[config.mk]
export PLATFORM = sky130hd
export DESIGN_NAME = pipelined_csel_adder
export DESIGN_NICKNAME = d
export VERILOG_FILES = /design/src/rtl/pipelined_csel_adder.sv
export SDC_FILE = /design/constraint.sdc
export NUM_CORES = 1
export LEC_CHECK = 0
export CAP_MARGIN = 10
export CORE_UTILIZATION = 30
export CTS_CLUSTER_SIZE = 12
export DETAILED_ROUTE_END_ITERATION = 8
export HOLD_SLACK_MARGIN = 0.1
export PLACE_DENSITY = 0.47
export SYNTH_ARGS = -nofsm -noshare
export SYNTH_HDL_FRONTEND = slang
export SYNTH_SLANG_ARGS = --single-unit
[constraint.sdc]
create_clock -name clk -period 4.3 [get_ports clk]
set_input_delay 0.86 -clock clk [delete_from_list [all_inputs] [get_ports clk]]
set_output_delay 0.86 -clock clk [all_outputs]
set_load 0.01 [all_outputs]
[src/rtl/pipelined_csel_adder.sv]
// Pipelined carry-select add/subtract unit: WIDTH/STAGES bits are resolved per stage, one stage per clock.
// Optional signed saturation is enabled by defining PCSA_SATURATE_EN (adds the sat input).
module pipelined_csel_adder #(
  parameter int WIDTH  = 32,
  parameter int BLOCK  = 4,
  parameter int STAGES = 4
) (
  input  logic             clk,
  input  logic             rst_n,
  input  logic             in_valid,
  output logic             in_ready,
  input  logic [WIDTH-1:0] a,
  input  logic [WIDTH-1:0] b,
  input  logic             cin,
  input  logic             sub,
`ifdef PCSA_SATURATE_EN
  input  logic             sat,
`endif
  output logic             out_valid,
  input  logic             out_ready,
  output logic [WIDTH-1:0] s,
  output logic             cout,
  output logic             ovf
);
  localparam int SW = WIDTH / STAGES;
  localparam int NB = SW / BLOCK;
  localparam int L  = STAGES - 1;

  if (WIDTH % (STAGES * BLOCK) != 0) begin : g_bad_cfg
    $error("pipelined_csel_adder: WIDTH must be a multiple of STAGES*BLOCK");
  end

  logic sat_in;
`ifdef PCSA_SATURATE_EN
  assign sat_in = sat;
`else
  assign sat_in = 1'b0;
`endif

  logic             out_valid_q, cout_q, ovf_q;
  logic [WIDTH-1:0] s_q;
  logic             cout_d, ovf_d, c_msb;
  logic [WIDTH-1:0] s_d;

  // Handshake: a transfer happens on a rising edge where valid && ready. A full output
  // that the consumer refuses freezes every stage, so no skid buffer is needed.
  assign in_ready = !(out_valid_q && !out_ready);

  for (genvar k = 0; k < STAGES; k++) begin : g_stage
    // Bank k holds only the operand bits not yet consumed; the slice for stage k sits at the bottom.
    localparam int RW = WIDTH - k * SW;
    logic             valid_q, carry_q, sat_q, valid_d, carry_d, sat_d;
    logic [RW-1:0]    a_q, b_q, a_d, b_d;
    logic [WIDTH-1:0] sum_q, sum_d, sum_o;
    logic [SW-1:0]    slice;
    logic             c_out;

    if (k == 0) begin : g_feed
      always_comb begin
        valid_d = in_valid;
        a_d     = a;
        b_d     = sub ? ~b : b;
        carry_d = sub | cin;
        sat_d   = sat_in;
        sum_d   = '0;
      end
    end else begin : g_feed
      always_comb begin
        valid_d = g_stage[k-1].valid_q;
        a_d     = g_stage[k-1].a_q[RW+SW-1:SW];
        b_d     = g_stage[k-1].b_q[RW+SW-1:SW];
        carry_d = g_stage[k-1].c_out;
        sat_d   = g_stage[k-1].sat_q;
        sum_d   = g_stage[k-1].sum_o;
      end
    end

    always_ff @(posedge clk or negedge rst_n) begin
      if (!rst_n) begin
        valid_q <= 1'b0;
        carry_q <= 1'b0;
        sat_q   <= 1'b0;
        a_q     <= '0;
        b_q     <= '0;
        sum_q   <= '0;
      end else if (in_ready) begin
        valid_q <= valid_d;
        carry_q <= carry_d;
        sat_q   <= sat_d;
        a_q     <= a_d;
        b_q     <= b_d;
        sum_q   <= sum_d;
      end
    end

    // Both block results are formed without the incoming carry; the carry only drives the muxes.
    always_comb begin : slice_add
      logic             c;
      logic [BLOCK:0]   r0, r1, rs;
      c     = carry_q;
      slice = '0;
      r0    = '0;
      r1    = '0;
      rs    = '0;
      for (int j = 0; j < NB; j++) begin
        r0 = {1'b0, a_q[j*BLOCK +: BLOCK]} + {1'b0, b_q[j*BLOCK +: BLOCK]};
        r1 = {1'b0, a_q[j*BLOCK +: BLOCK]} + {1'b0, b_q[j*BLOCK +: BLOCK]} + {{BLOCK{1'b0}}, 1'b1};
        rs = c ? r1 : r0;
        slice[j*BLOCK +: BLOCK] = rs[BLOCK-1:0];
        c = rs[BLOCK];
      end
      c_out = c;
    end

    assign sum_o = sum_q | (WIDTH'(slice) << (k * SW));
  end

  // Carry into the MSB is recovered from the MSB operand and sum bits of the last slice.
  always_comb begin
    s_d    = g_stage[L].sum_o;
    cout_d = g_stage[L].c_out;
    c_msb  = g_stage[L].a_q[SW-1] ^ g_stage[L].b_q[SW-1] ^ s_d[WIDTH-1];
    ovf_d  = c_msb ^ cout_d;
    if (g_stage[L].sat_q && ovf_d) begin
      s_d = s_d[WIDTH-1] ? {1'b0, {(WIDTH-1){1'b1}}} : {1'b1, {(WIDTH-1){1'b0}}};
    end
  end

  always_ff @(posedge clk or negedge rst_n) begin
    if (!rst_n) begin
      out_valid_q <= 1'b0;
      s_q         <= '0;
      cout_q      <= 1'b0;
      ovf_q       <= 1'b0;
    end else if (in_ready) begin
      out_valid_q <= g_stage[L].valid_q;
      s_q         <= s_d;
      cout_q      <= cout_d;
      ovf_q       <= ovf_d;
    end
  end

  assign out_valid = out_valid_q;
  assign s         = s_q;
  assign cout      = cout_q;
  assign ovf       = ovf_q;
endmodule

Word level (Yosys, flattened, before mapping)
Index checks and enable logic that the tools add are counted.
Widths: inputs -> output; s select.
Word-level totals
  bits in registers: 275
  input bits: 70
  output and inout bits: 36
  logic and storage cells: 59
Cells by class
  add/sub/neg operators: 16
  multiplexer cells: 9
  bitwise logic cells: 8
  reductions and logical operators: 3
Operator list (number)
  $add 4x4->5: 8
  $add 5x1->5 const B: 8
  $mux 5: 8
  $mux 32: 1
  $not 32->32: 1
  $or 32x24->32: 1
  $or 32x32->32: 1
  $or 8x16->16: 1
  $xor 1x1->1: 3
  $logic_not 1->1: 2
  $logic_and 1x1->1: 1
  $or 1x1->1: 1

Logic depth before layout (Yosys ltp)
  depth after elaboration: 7
  gate-level depth with buffers: 9
  mapped depth without buffers: 9

Worst setup path before layout
Ideal clock, no wire load.
  kind: input to output
  start point: in out_ready
  end point: out in_ready
  arrival time: 1.813 ns
  required time: 3.440 ns
  slack: 1.627 ns
  stages: 5
  path buffers: 3
  cells stage by stage: nor2b_1 -> clkbuf_1 -> inv_1 -> clkbuf_1 -> buf_1
Between the ends
  cells in the longest elaborated chain, start to end: 3
RTL lines
  start, declared: line 20  | input logic out_ready,
  $logic_not 1->1: line 47  | assign in_ready = !(out_valid_q && !out_ready);
  $logic_and 1x1->1: line 47
  $logic_not 1->1: line 47
  end, declared: line 11  | output logic in_ready,
No other way between the ends.

Worst setup path in the final report
Ends and elaborated chain as after synthesis.

==> impl_metrics.py <==
metrics = {
    "global_routing": {
        "grt_usage_pct": 12.9,
        "grt_pass1_vias": 7930,
        "grt_max_degree": 158,
        "antenna_found_initial": 0,
        "grt_pass1_wl_mm": 40.5,
        "gr-total-overflow": 0,
    },
    "setup_path": {
        "worst_r2r_path_depth": 9,
        "cp_max_fo": 3,
        "cp-end-kind": "output pin",
        "cp.required_ns": 3.44,
        "critical_path_class": "input pin to output pin",
        "cp-start-kind": "input pin",
        "arrival_ns": 2.05,
    },
    "placement": {
        "numPortBuffers": 105,
        "dpl.cell_count": 1738,
        "dp_hpwl_mm": 15.4,
        "gp_congestion": 0.723,
    },
    "logic_synthesis": {
        "syn_area_um2": 11200,
        "syn_inst": 1219,
        "synth_top_family_by_area": "simple AND/OR/NAND/NOR gates",
        "yosys.area_share.simple_pct": 22.5,
        "synth.yosys.seq_area_share_pct": 56.2,
        "synthAdderAreaFrac_pct": 5.91,
        "synth_xor_area_share_pct": 6.06,
        "synth.avg_cell_area_um2": 9.17,
        "yosys_warnings": 0,
        "synth_mux_area_share_pct": 0.672,
        "synth_compound_area_share_pct": 5.93,
        "ys_ff_latch": 251,
        "synth_cell_type_count": 37,
        "syn_nets": 1337,
    },
    "route": {
        "vias": 7794,
        "ant_nets": 0,
        "remaining_drc_errors": 0,
        "routedWlPerCell_um": 13.3,
        "drt_wl_total_mm": 23.8,
        "vias_per_cell": 4.35,
        "firstDrtPassIters": 7,
        "drt-initial-drc-count": 401,
    },
    "layout": {
        "fin_cells": 1791,
        "multi_input_area_um2": 4600,
        "final_nets": 1420,
        "seq_area_um2": 6280,
        "syn_to_final_growth_pct": 23.0,
        "diodes": 0,
        "fillers": 3791,
        "layout-drive-gt1-share_pct": 5.52,
    },
    "run_status": {
        "status": "completed",
    },
    "cts": {
        "cts_buffers": 30,
        "clockBufferDepth": 3,
        "root_buffer": "clkbuf_16",
        "post_cts_buffers": 0,
        "htree_num_levels": 1,
        "clkTransAtPathRegs_ns": 0.06,
        "hold_buffers": 0,
        "clock_sinks": 251,
        "cts-resized-gates": 0,
        "clock_latency_ns": 0.54,
        "cts_tree": "done",
    },
    "sta": {
        "min_period_over_period_pct": 67.7,
        "maxSlewHeadroom_pct": 45.1,
        "period_minus_slack_ns": 2.91,
        "max_freq_ghz": 0.344,
        "hold_violations": 0,
        "maxSlewViolCount": 0,
        "tns_ns": 0,
        "setup_viol": 0,
        "rsz0062_at_grt": "no",
        "skew_ns": 0.00719,
        "worst_pin_slew_ns": 0.823,
    },
    "power_and_ir_drop": {
        "leakagePower_nw": 6.75,
        "irDropWorstVdd_v": 0.000272,
        "power.density_nw_per_um2": 787,
    },
    "floorplanning": {
        "initial_utilization_pct": 30.5,
        "fp.dieH_um": 195,
        "core_area_um2": 36600,
        "die-area_um2": 38000,
        "io_pins": 106,
        "chipWidth_um": 195,
        "placementRows": 70,
    },
    "run": {
        "drv_cap": 0,
    },
    "min_path": {
        "hold_path.class": "input pin to asynchronous set/reset pin",
    },
}
## kinds of logic after synthesis
group	Yosys count
flip-flops	251
AO/OA/AOI/OAI	119
adder cells (fa/ha/maj)	48
AND/OR/NAND/NOR	640
multiplexers	7
XOR/XNOR	74
buffers and inverters	80
## cell type report
class,count,area share (%)
Clock buffer,41,6.43
Clock inverter,12,1.18
Inverter,18,0.528
Multi-Input combinational cell,888,33.4
Sequential cell,251,45.7
Tap cell,468,4.26
Timing Repair Buffer,113,8.45
## path summary, 6_finish.rpt
path	start	endpoint	slack, ns
setup / recovery	out_ready	in_ready	1.39
hold / removal	rst_n	s[2]	0.35
setup reg to reg	g_stage[3].a_q[0]	ovf	1.48
hold reg to reg	g_stage[2].sum_q[5]	g_stage[2].sum_q[5]	0.46
max in group asynchronous	rst_n	g_stage[3].sum_q[16]	3.00
min in group clk	g_stage[2].sum_q[5]	g_stage[2].sum_q[5]	0.46
## registers in the layout (all words and copies together), names as in the netlist
name,flops
g_stage.a_q,80
g_stage.sum_q,48
ovf,1
cout,1
g_stage.valid_q,4
out_valid,1
g_stage.b_q,80
g_stage.carry_q,4
s,32
## power breakdown
part	internal (mW)	switching, mW
logic	1.86	2.27
clock network	1.66	0.982
registers	3.43	0.616
total	6.95	3.87
## layout by cell type (no fill, tap or decap), types with 14 or more instances in the layout
cell type,n
a21o_1,18
clkbuf_16,31
inv_1,17
xnor2_1,53
nor2_1,14
nand2_1,589
a21oi_1,36
dfrtp_1,251
o21ai_0,49
clkdlybuf4s50_1,103
xor2_1,18
ha_1,40
## synth_stat cells (all sizes together)
| cell type | number | area (um2) |
|---|---|---|
| nor2b | 3 | 18.8 |
| or3 | 1 | 6.26 |
| clkbuf | 55 | 208 |
| nor3b | 3 | 22.5 |
| buf | 7 | 30.0 |
| xnor3 | 1 | 22.5 |
| dfrtp | 251 | 6280 |
| ha | 40 | 500 |
| a21o | 20 | 153 |
| nand2b | 1 | 6.26 |
| inv | 18 | 67.6 |
| and4 | 1 | 11.3 |
| nor4bb | 1 | 10.0 |
| nand3 | 10 | 55.1 |
| o31ai | 3 | 22.5 |
| fa | 8 | 160 |
| xor2 | 18 | 158 |
| mux2 | 1 | 15.0 |
| nand4 | 7 | 43.8 |
| o21ai | 58 | 290 |
| mux2i | 6 | 60.1 |
| nor2 | 14 | 52.6 |
| nand4b | 1 | 8.76 |
| nand2 | 589 | 2210 |
| and2 | 3 | 18.8 |
| and3 | 4 | 25.0 |
| nor3 | 1 | 16.3 |
| a21oi | 38 | 198 |
| or2 | 1 | 6.26 |
| xnor2 | 55 | 497 |
## layer usage
layer	wire [um]	global-route usage (%)
met1	12500	19.2
met2	10200	19.6
met3	624	1.88
met4	433	3.00
met5	0	0
## through the flow
| stage | setup WS [ns] | cell area, um2 | utilization (%) | hold WS, ns | power [mW] |
|---|---|---|---|---|---|
| floorplan | 1.63 | 11200 | - | 0.430 | 6.99 |
| detailed placement | 1.22 | 12700 | 34.7 | 0.455 | 8.33 |
| global route | 1.34 | 13700 | 37.5 | 0.409 | 11.8 |
| finish | 1.39 | 13700 | 37.5 | 0.349 | 10.8 |
| CTS | 1.37 | 13700 | 37.5 | 0.383 | 11.0 |
| global placement | 1.27 | 12700 | 34.7 | 0.451 | 8.22 |
## worst max-delay path, cell delays in order
cell             delay (ns)
clkdlybuf4s50_1        0.50
nor2b_4                0.06
inv_6                  0.08
clkdlybuf4s50_1        0.54
Power figures use the tool's default switching activity.
